`config.mk`:
```
export PLATFORM = sky130hd
export DESIGN_NAME = seg7_reader
export DESIGN_NICKNAME = d
export VERILOG_FILES = /design/src/rtl/seg7_reader.sv
export SDC_FILE = /design/constraint.sdc
export NUM_CORES = 1
export LEC_CHECK = 0
export BUFFER_PORTS_ARGS = -buffer_cell sky130_fd_sc_hd__buf_2
export CAP_MARGIN = 20
export CORE_MARGIN = 1.5
export CORE_UTILIZATION = 50
export CTS_BUF_LIST = sky130_fd_sc_hd__clkbuf_4 sky130_fd_sc_hd__clkbuf_8
export DETAILED_ROUTE_END_ITERATION = 12
export PLACE_DENSITY = 0.67
export SLEW_MARGIN = 20
export SYNTH_ARGS = -nofsm -noshare
export SYNTH_HDL_FRONTEND = slang
export SYNTH_SLANG_ARGS = --single-unit
```
`constraint.sdc`:
```
create_clock -name clk -period 3.95 [get_ports clk]
set_input_delay 0.1975 -clock clk [delete_from_list [all_inputs] [get_ports clk]]
set_output_delay 0.1975 -clock clk [all_outputs]
set_load 0.005 [all_outputs]
```
`src/rtl/seg7_reader.sv`:
```
// Recovers hex digits from a multiplexed active-low 7-segment bus and assembles them into one word.
// Latency: a pattern that first appears at the synchronizer output at edge t is captured at edge t+1+STABLE_CYCLES.
// Backpressure: one frame register only; captures that arrive while a frame is pending are dropped and flagged on drop_o.
module seg7_reader #(
    parameter int NUM_DIGITS    = 2,
    parameter int STABLE_CYCLES = 4
) (
    input  logic                    clk,
    input  logic                    rst_n,
    input  logic [0:6]              seg_n,
    input  logic [NUM_DIGITS-1:0]   dig_n,
    output logic [4*NUM_DIGITS-1:0] value_o,
    output logic                    err_o,
    output logic                    valid_o,
    input  logic                    ready_i,
    output logic                    drop_o
);

    localparam int                    CW      = $clog2(STABLE_CYCLES + 1);
    localparam logic [CW-1:0]         CNT_MAX = CW'(STABLE_CYCLES);
    localparam logic [CW-1:0]         CNT_CAP = CW'(STABLE_CYCLES - 1);
    localparam logic [CW-1:0]         CNT_ONE = CW'(1);
    localparam logic [NUM_DIGITS-1:0] DIG_ONE = NUM_DIGITS'(1);

    typedef enum logic {
        COLLECT = 1'b0,
        PRESENT = 1'b1
    } state_t;

    // Synchronizer chain plus one extra stage holding the previous synchronized sample.
    logic [0:6]            seg_s1_q, seg_s1_d;
    logic [0:6]            seg_s2_q, seg_s2_d;
    logic [0:6]            seg_p_q,  seg_p_d;
    logic [NUM_DIGITS-1:0] dig_s1_q, dig_s1_d;
    logic [NUM_DIGITS-1:0] dig_s2_q, dig_s2_d;
    logic [NUM_DIGITS-1:0] dig_p_q,  dig_p_d;

    // Stability tracking.
    logic [CW-1:0]         cnt_q, cnt_d;
    logic                  same_w;
    logic                  qual_w;
    logic                  capture_w;
    logic [NUM_DIGITS-1:0] sel_oh_w;

    // Decoded digit from the current synchronized sample.
    logic [3:0]            dec_nib_w;
    logic                  dec_bad_w;

    // Frame assembly state.
    state_t                      state_q, state_d;
    logic [NUM_DIGITS-1:0][3:0]  slot_nib_q, slot_nib_d;
    logic [NUM_DIGITS-1:0]       slot_bad_q, slot_bad_d;
    logic [NUM_DIGITS-1:0]       mask_q, mask_d;
    logic [NUM_DIGITS-1:0]       mask_set_w;
    logic                        frame_done_w;
    logic [4*NUM_DIGITS-1:0]     value_q, value_d;
    logic                        err_q, err_d;
    logic                        valid_q, valid_d;
    logic                        drop_q, drop_d;

    // Shift the raw pins through the synchronizer and keep the previous sample for comparison.
    always_comb begin
        seg_s1_d = seg_n;
        seg_s2_d = seg_s1_q;
        seg_p_d  = seg_s2_q;
        dig_s1_d = dig_n;
        dig_s2_d = dig_s1_q;
        dig_p_d  = dig_s2_q;
    end

    // A sample is usable only when exactly one digit enable is low; equal-to-previous drives the counter.
    always_comb begin
        sel_oh_w  = ~dig_s2_q;
        qual_w    = (sel_oh_w != '0) && ((sel_oh_w & (sel_oh_w - DIG_ONE)) == '0);
        same_w    = (seg_s2_q == seg_p_q) && (dig_s2_q == dig_p_q);
        capture_w = qual_w && same_w && (cnt_q == CNT_CAP);
        cnt_d     = cnt_q;
        if (!qual_w || !same_w) begin
            cnt_d = '0;
        end else if (cnt_q != CNT_MAX) begin
            cnt_d = cnt_q + CNT_ONE;
        end
    end

    // Map a lit-segment pattern (a..g, active low) back to its hex nibble; anything else is flagged.
    always_comb begin
        dec_nib_w = 4'h0;
        dec_bad_w = 1'b0;
        case (seg_s2_q)
            7'b0000001: dec_nib_w = 4'h0;
            7'b1001111: dec_nib_w = 4'h1;
            7'b0010010: dec_nib_w = 4'h2;
            7'b0000110: dec_nib_w = 4'h3;
            7'b1001100: dec_nib_w = 4'h4;
            7'b0100100: dec_nib_w = 4'h5;
            7'b0100000: dec_nib_w = 4'h6;
            7'b0001111: dec_nib_w = 4'h7;
            7'b0000000: dec_nib_w = 4'h8;
            7'b0001100: dec_nib_w = 4'h9;
            7'b0001000: dec_nib_w = 4'hA;
            7'b1100000: dec_nib_w = 4'hB;
            7'b0110001: dec_nib_w = 4'hC;
            7'b1000010: dec_nib_w = 4'hD;
            7'b0110000: dec_nib_w = 4'hE;
            7'b0111000: dec_nib_w = 4'hF;
            default:    dec_bad_w = 1'b1;
        endcase
    end

    // The frame completes when this capture fills the last missing digit.
    always_comb begin
        mask_set_w   = mask_q | sel_oh_w;
        frame_done_w = capture_w && (&mask_set_w);
    end

    // Synchronizer and stability counter registers.
    always_ff @(posedge clk or negedge rst_n) begin
        if (!rst_n) begin
            seg_s1_q <= '1;
            seg_s2_q <= '1;
            seg_p_q  <= '1;
            dig_s1_q <= '1;
            dig_s2_q <= '1;
            dig_p_q  <= '1;
            cnt_q    <= '0;
        end else begin
            seg_s1_q <= seg_s1_d;
            seg_s2_q <= seg_s2_d;
            seg_p_q  <= seg_p_d;
            dig_s1_q <= dig_s1_d;
            dig_s2_q <= dig_s2_d;
            dig_p_q  <= dig_p_d;
            cnt_q    <= cnt_d;
        end
    end

    // FSM state register.
    always_ff @(posedge clk or negedge rst_n) begin
        if (!rst_n) begin
            state_q <= COLLECT;
        end else begin
            state_q <= state_d;
        end
    end

    // FSM next state: leave COLLECT on a completing capture, leave PRESENT on the output handshake.
    always_comb begin
        state_d = state_q;
        case (state_q)
            COLLECT: if (frame_done_w) state_d = PRESENT;
            PRESENT: if (valid_q && ready_i) state_d = COLLECT;
            default: state_d = COLLECT;
        endcase
    end

    // FSM outputs: fill slots while collecting, publish the frame on completion, drop captures while presenting.
    always_comb begin
        slot_nib_d = slot_nib_q;
        slot_bad_d = slot_bad_q;
        mask_d     = mask_q;
        value_d    = value_q;
        err_d      = err_q;
        valid_d    = valid_q;
        drop_d     = 1'b0;
        case (state_q)
            COLLECT: begin
                if (capture_w) begin
                    for (int i = 0; i < NUM_DIGITS; i++) begin
                        if (sel_oh_w[i]) begin
                            slot_nib_d[i] = dec_nib_w;
                            slot_bad_d[i] = dec_bad_w;
                        end
                    end
                    mask_d = mask_set_w;
                    if (frame_done_w) begin
                        for (int i = 0; i < NUM_DIGITS; i++) begin
                            value_d[4*i +: 4] = slot_nib_d[i];
                        end
                        err_d   = |slot_bad_d;
                        valid_d = 1'b1;
                        mask_d  = '0;
                    end
                end
            end
            PRESENT: begin
                if (capture_w) begin
                    drop_d = 1'b1;
                end
                if (valid_q && ready_i) begin
                    valid_d = 1'b0;
                end
            end
            default: ;
        endcase
    end

    // Slot, mask and output registers.
    always_ff @(posedge clk or negedge rst_n) begin
        if (!rst_n) begin
            slot_nib_q <= '0;
            slot_bad_q <= '0;
            mask_q     <= '0;
            value_q    <= '0;
            err_q      <= 1'b0;
            valid_q    <= 1'b0;
            drop_q     <= 1'b0;
        end else begin
            slot_nib_q <= slot_nib_d;
            slot_bad_q <= slot_bad_d;
            mask_q     <= mask_d;
            value_q    <= value_d;
            err_q      <= err_d;
            valid_q    <= valid_d;
            drop_q     <= drop_d;
        end
    end

    assign value_o = value_q;
    assign err_o   = err_q;
    assign valid_o = valid_q;
    assign drop_o  = drop_q;

endmodule

```
# Word-level counts from Yosys, hierarchy flattened
# Index checks and enable logic that the tools add are counted.
# totals
elab_cells	85
regBits	54
in_bits	12
# classes
bitwise_logic	4
n_reduce_logical	19
add_sub_neg	2
n_eq_ne	22
mux	22
# ops
op	count
case mux 4 bit (15 select lines)	1
== test 7 x 6 -> 1 bit (second input constant)	5
== test 7 bit (second input constant)	4
== test 7 x 4 -> 1 bit (second input constant)	3
OR reduction 16 bit	1
2-to-1 mux 1 bit	14
2-to-1 mux 4 bit	2
== test 7 x 1 -> 1 bit (second input constant)	1
== test 7 x 3 -> 1 bit (second input constant)	1
== test 7 x 5 -> 1 bit (second input constant)	1
== test 7 bit	1
zero test 7 bit	1
logical AND 1 bit	6
2-to-1 mux 3 bit	2
AND reduction 3 bit	2
inequality test 2 bit (second input constant)	2
case mux 1 bit (2 select lines)	2
AND reduction 2 bit	2
nonzero test 2 bit	2
adder 3 x 1 -> 3 bit (second input constant)	1
== test 3 x 2 -> 1 bit (second input constant)	1
inequality test 3 bit (second input constant)	1
bitwise AND 2 bit	1
== test 2 bit	1
10 further kinds	11

# Longest topological paths before layout
# depth
ltp_word	11
depth_mapped	9
ltp_nobuf	7

# Least setup slack after synthesis
# No wires, ideal clock.
# synth_timing
kind	reg-to-reg
startpoint	reg dig_s2_q[1], in the netlist dig_p_d[1]
endpoint	reg value_q[1], in the netlist value_o[1]
arrival_time_ns	1.880
setup_ns	0.136
period_less_slack_ns	2.015
setup_slack_ns	1.935
path_stages_with_launch	8
n_path_buf	2
path_cell_list	dfstp_2 or3b_1 a211oi_2 and4_1 buf_4 buf_6 mux2i_1 o21ai_0
# synth_via
elab_chain_cells	9
word_cells_on_any_way	14
classes_between	1 x add/sub; 1 x eq/ne; 3 x bitwise; 9 x reduce/logical
# synth_lines
item	line_no	rtl
start: declaration	35	logic [NUM_DIGITS-1:0] dig_s2_q, dig_s2_d;
start signal: assignment	131	dig_s2_q <= dig_s2_d;
inverter 2 bit	73	sel_oh_w = ~dig_s2_q;
subtractor 2 x 1 -> 2 bit	74	qual_w = (sel_oh_w != '0) && ((sel_oh_w & (sel_oh_w - DIG_ONE)) == '0);
bitwise AND 2 bit	74	
zero test 2 bit	74	
logical AND 1 bit	74	
logical AND 1 bit (2 in series)	76	capture_w = qual_w && same_w && (cnt_q == CNT_CAP);
logical AND 1 bit	113	frame_done_w = capture_w && (&mask_set_w);
AND reduction 3 bit (no line) *	--	
end signal: assignment	211	value_q <= value_d;
end: declaration	56	logic [4*NUM_DIGITS-1:0] value_q, value_d;
# Every way passes the cells marked *; elsewhere a longest branch is shown, timed or not.
# A chain may end at the register's enable or synchronous reset.

# Worst setup path in the final report
# layout_timing
startpoint	reg dig_s2_q[1], in the netlist dig_p_d[1]
endpoint	reg value_q[3], in the netlist value_o[3]
# Same word-level chain as after synthesis.

==> impl_results.md <==
- CP max stage delay: 660 ps
- Post-synth EDFFs: 0
- Routed wire length per instance: 14.3 um
- Layout fillers: 355
- Final Total Pwr: 1.02 mW
- Int Power: 0.797 mW
- CP Launch Type: flip-flop
- DR vias: 1567
- Most frequent cells in the layout: dfrtp_1 (27), dfstp_2 (27), buf_2 (21)
- Initial antenna violation count: 0
- Routed WL: 4.08 mm
- Max Clock Skew: 8.47 ps
- Std-Cell Rows: 24
- Syn Nets: 219
- Placed instance count: 267
- Tcrit/Tclk final: 0.651
- Post-DRT Antenna Nets: 0
- Critical Path RT: 4150 ps
- Clock buffer depth: 2
- Synth unique cells: 42
- Seq/Total Area, Yosys: 0.589
- Yosys reg bits: 54
- Crit-path max FO: 16
- CTS tree: built
- Main combinational cell family by area after synthesis: simple AND/OR/NAND/NOR gates
- Worst Path Arrival: 2770 ps
- Leakage power: 1.20 nW
- R2r startpoint: dig_p_d[1]
- HP Start: ready_i
- Top cells by area, synth: dfstp_2 (30%), dfrtp_1 (29%), mux2_2 (3.8%)
- RSZ-0062 raised after global routing: false
- Post-CTS Setup Bufs: 0
- Post-Synth Adder-Cell Area: 0.0159
- Peak Freq: 389 MHz
- Root buffer selected by CTS: clkbuf_8
- CP max-delay cell: dfstp_2
- Initial Utilization: 0.530
- Sequential share of power: 0.589
- P&R area growth vs syn: 14.0%
- Post-layout util: 0.604
- Compound-cell area share of the yosys netlist: 0.103
- Hpwl dp: 2.83 mm
- Multiplexer area fraction after synthesis: 0.0595
- Crit. Startpoint: dig_p_d[1]
- Hold slack: 154 ps
- Status: completed
- Cell taking the most area after synthesis: dfstp_2
- Crit path cell chain: or3b_1 -> a211oi_2 -> and4_1 -> mux2_2
- Post-route setup slack: 1380 ps
- Tightest Hold Check Type: input pin to flip-flop
- Final hold viol count: 0
- Largest net degree at the start of global routing: 55
- H-Tree Depth: 2
- Clock Sink Count: 54
- Yosys warning count: 0
- Place WS: 1440 ps
- Crit. End Element: flip-flop
- Die width: 71.6 um
- Grt total ovfl: 0
- Placed Area: 2470 sq um
- DRT iter0 DRCs: 139
- Net Sw Power: 0.225 mW
- Post-synthesis xor/xnor area fraction: 0.0409
- RePlAce Congestion: 0.800
- Ant. Diodes: 0
- Clock power frac: 0.355
- Core ar.: 4440 sq um
- Port Buf Inserts: 22
- Number of global-route vias before repair: 1553
- Global Route Usage Sum: 0.175
- Crit Path Class: flip-flop to flip-flop
- Post-route DRC violation count: 0
- Fin crit period: 2570 ps
- Switching part of the total: 0.220
- Die footprint: 5130 sq um
- Top cell type's share of synthesized area: 0.301
- Endpoints failing setup: 0
- Io pins: 23
- Layout Cells excl Fill: 285
- Worst slew pin tran: 689 ps
- Max IR drop VDD: 0.187 mV
- Fraction of registers with async set/reset: 1.00
- Delay-heaviest family, CP: simple AND/OR/NAND/NOR gates
- Commonest register cell after synthesis: dfstp_2
- Post-Synth Simple-Gate Area: 0.151
- Via density: 5.50
- Syn Inst Count: 204
- Share of cells above drive strength 1: 0.292
- Clk_lat worst skew: 300 ps
- Die height: 71.6 um
- Nets: 247
- Cell area after layout: 2680 sq um
- Fin. max-slew vios: 0
- Avg Synthesized Cell Area: 11.5 sq um
- Buf+Inv Stages, Crit Path: 0
- Clock transition at the registers of the reported paths: 100 ps
- Rel. slew slack: 0.535
- Combinational cell fraction of total power: 0.057
- MaxCap Viol Count: 0
- Cell Area, Synth: 2350 sq um
- Sum of negative setup slack: 0 ps
- Cell Pwr Density: 381 nW/um^2
- Pre-antenna DRT Iters: 6
- CTS buffer count: 5
- First-pass GRT wire length: 6.96 mm
flip-flops by register name (all words and copies together), names as in the netlist:
name / flops
mask_q: 2
slot_bad_q: 2
dig_p_d: 2
dig_p_q: 2
cnt_q: 3
dig_s1_q: 2
valid_o: 1
value_o: 8
slot_nib_q: 8
drop_o: 1
seg_p_q: 7
err_o: 1
seg_p_d: 7
state_q: 1
seg_s1_q: 7
worst paths after layout:
path                       cells past startpoint  slack (ps)          to
max in group asynchronous                      2        3070    cnt_q[0]
min                                            4         150     state_q
max                                            4        1380  value_o[3]
min in group asynchronous                      2         460  value_o[0]
max reg2reg                                    4        1380  value_o[3]
min reg2reg                                    0         360  dig_p_d[0]
power groups by stage:
| stage | combinational [mW] | clock (mW) | sequential [mW] |
|---|---|---|---|
| finish | 0.0580 | 0.362 | 0.602 |
| global route | 0.0656 | 0.399 | 0.605 |
| CTS | 0.0579 | 0.378 | 0.602 |
| detailed placement | 0.0507 | 0 | 0.612 |
| global placement | 0.0481 | 0 | 0.610 |
| floorplan | 0.0394 | 0 | 0.597 |
logic make-up (layout without fill, tap and decap cells):
logic type      after synthesis  in the layout
compound gates               39             39
xor+xnor                     11             11
fa+ha+maj                     3              3
buf+inv                      21             50
flops                        54             54
mux                          13             13
simple gates                 63             63
metal layers:
metal / vias up / global-route usage / wire length (um)
li1: 760 / - / -
met1: 770 / 0.214 / 1880
met2: 35 / 0.293 / 2060
met3: 2 / 0.0450 / 127
met4: 0 / 0.0755 / 17
met5: - / 0 / 0
repair_timing:
action | CTS | global route
endpoints found under the hold margin | 9 | 27
resized for setup | 0 | 0
hold buffers | 9 | 1
setup endpoints to repair | 0 | 0
worst register-to-register path, stage by stage, from the launching register on:
cell and delay [ps]:
dfstp_2 660, or3b_1 420, a211oi_2 320, and4_1 660, mux2_2 410
cells in the mapped netlist (all sizes together) (4+ instances only):
library cell,count
dfrtp,27
nor2,9
inv,10
dfstp,27
nand2b,6
and2,5
o21ai,16
a21oi,7
mux2i,5
o211ai,4
nand2,18
nand3,5
mux2,8
xor2,10
buf,8
layout make-up:
cell class | instances | area, sq um | share of cell area
Clock buffer | 5 | 68.8 | 0.0256
Clock inverter | 3 | 43.8 | 0.0163
Inverter | 10 | 37.5 | 0.0140
Multi-Input combinational cell | 129 | 871 | 0.324
Sequential cell | 54 | 1390 | 0.516
Tap cell | 52 | 65.1 | 0.0242
Timing Repair Buffer | 32 | 213 | 0.0793
(Power assumes the default switching activity.)
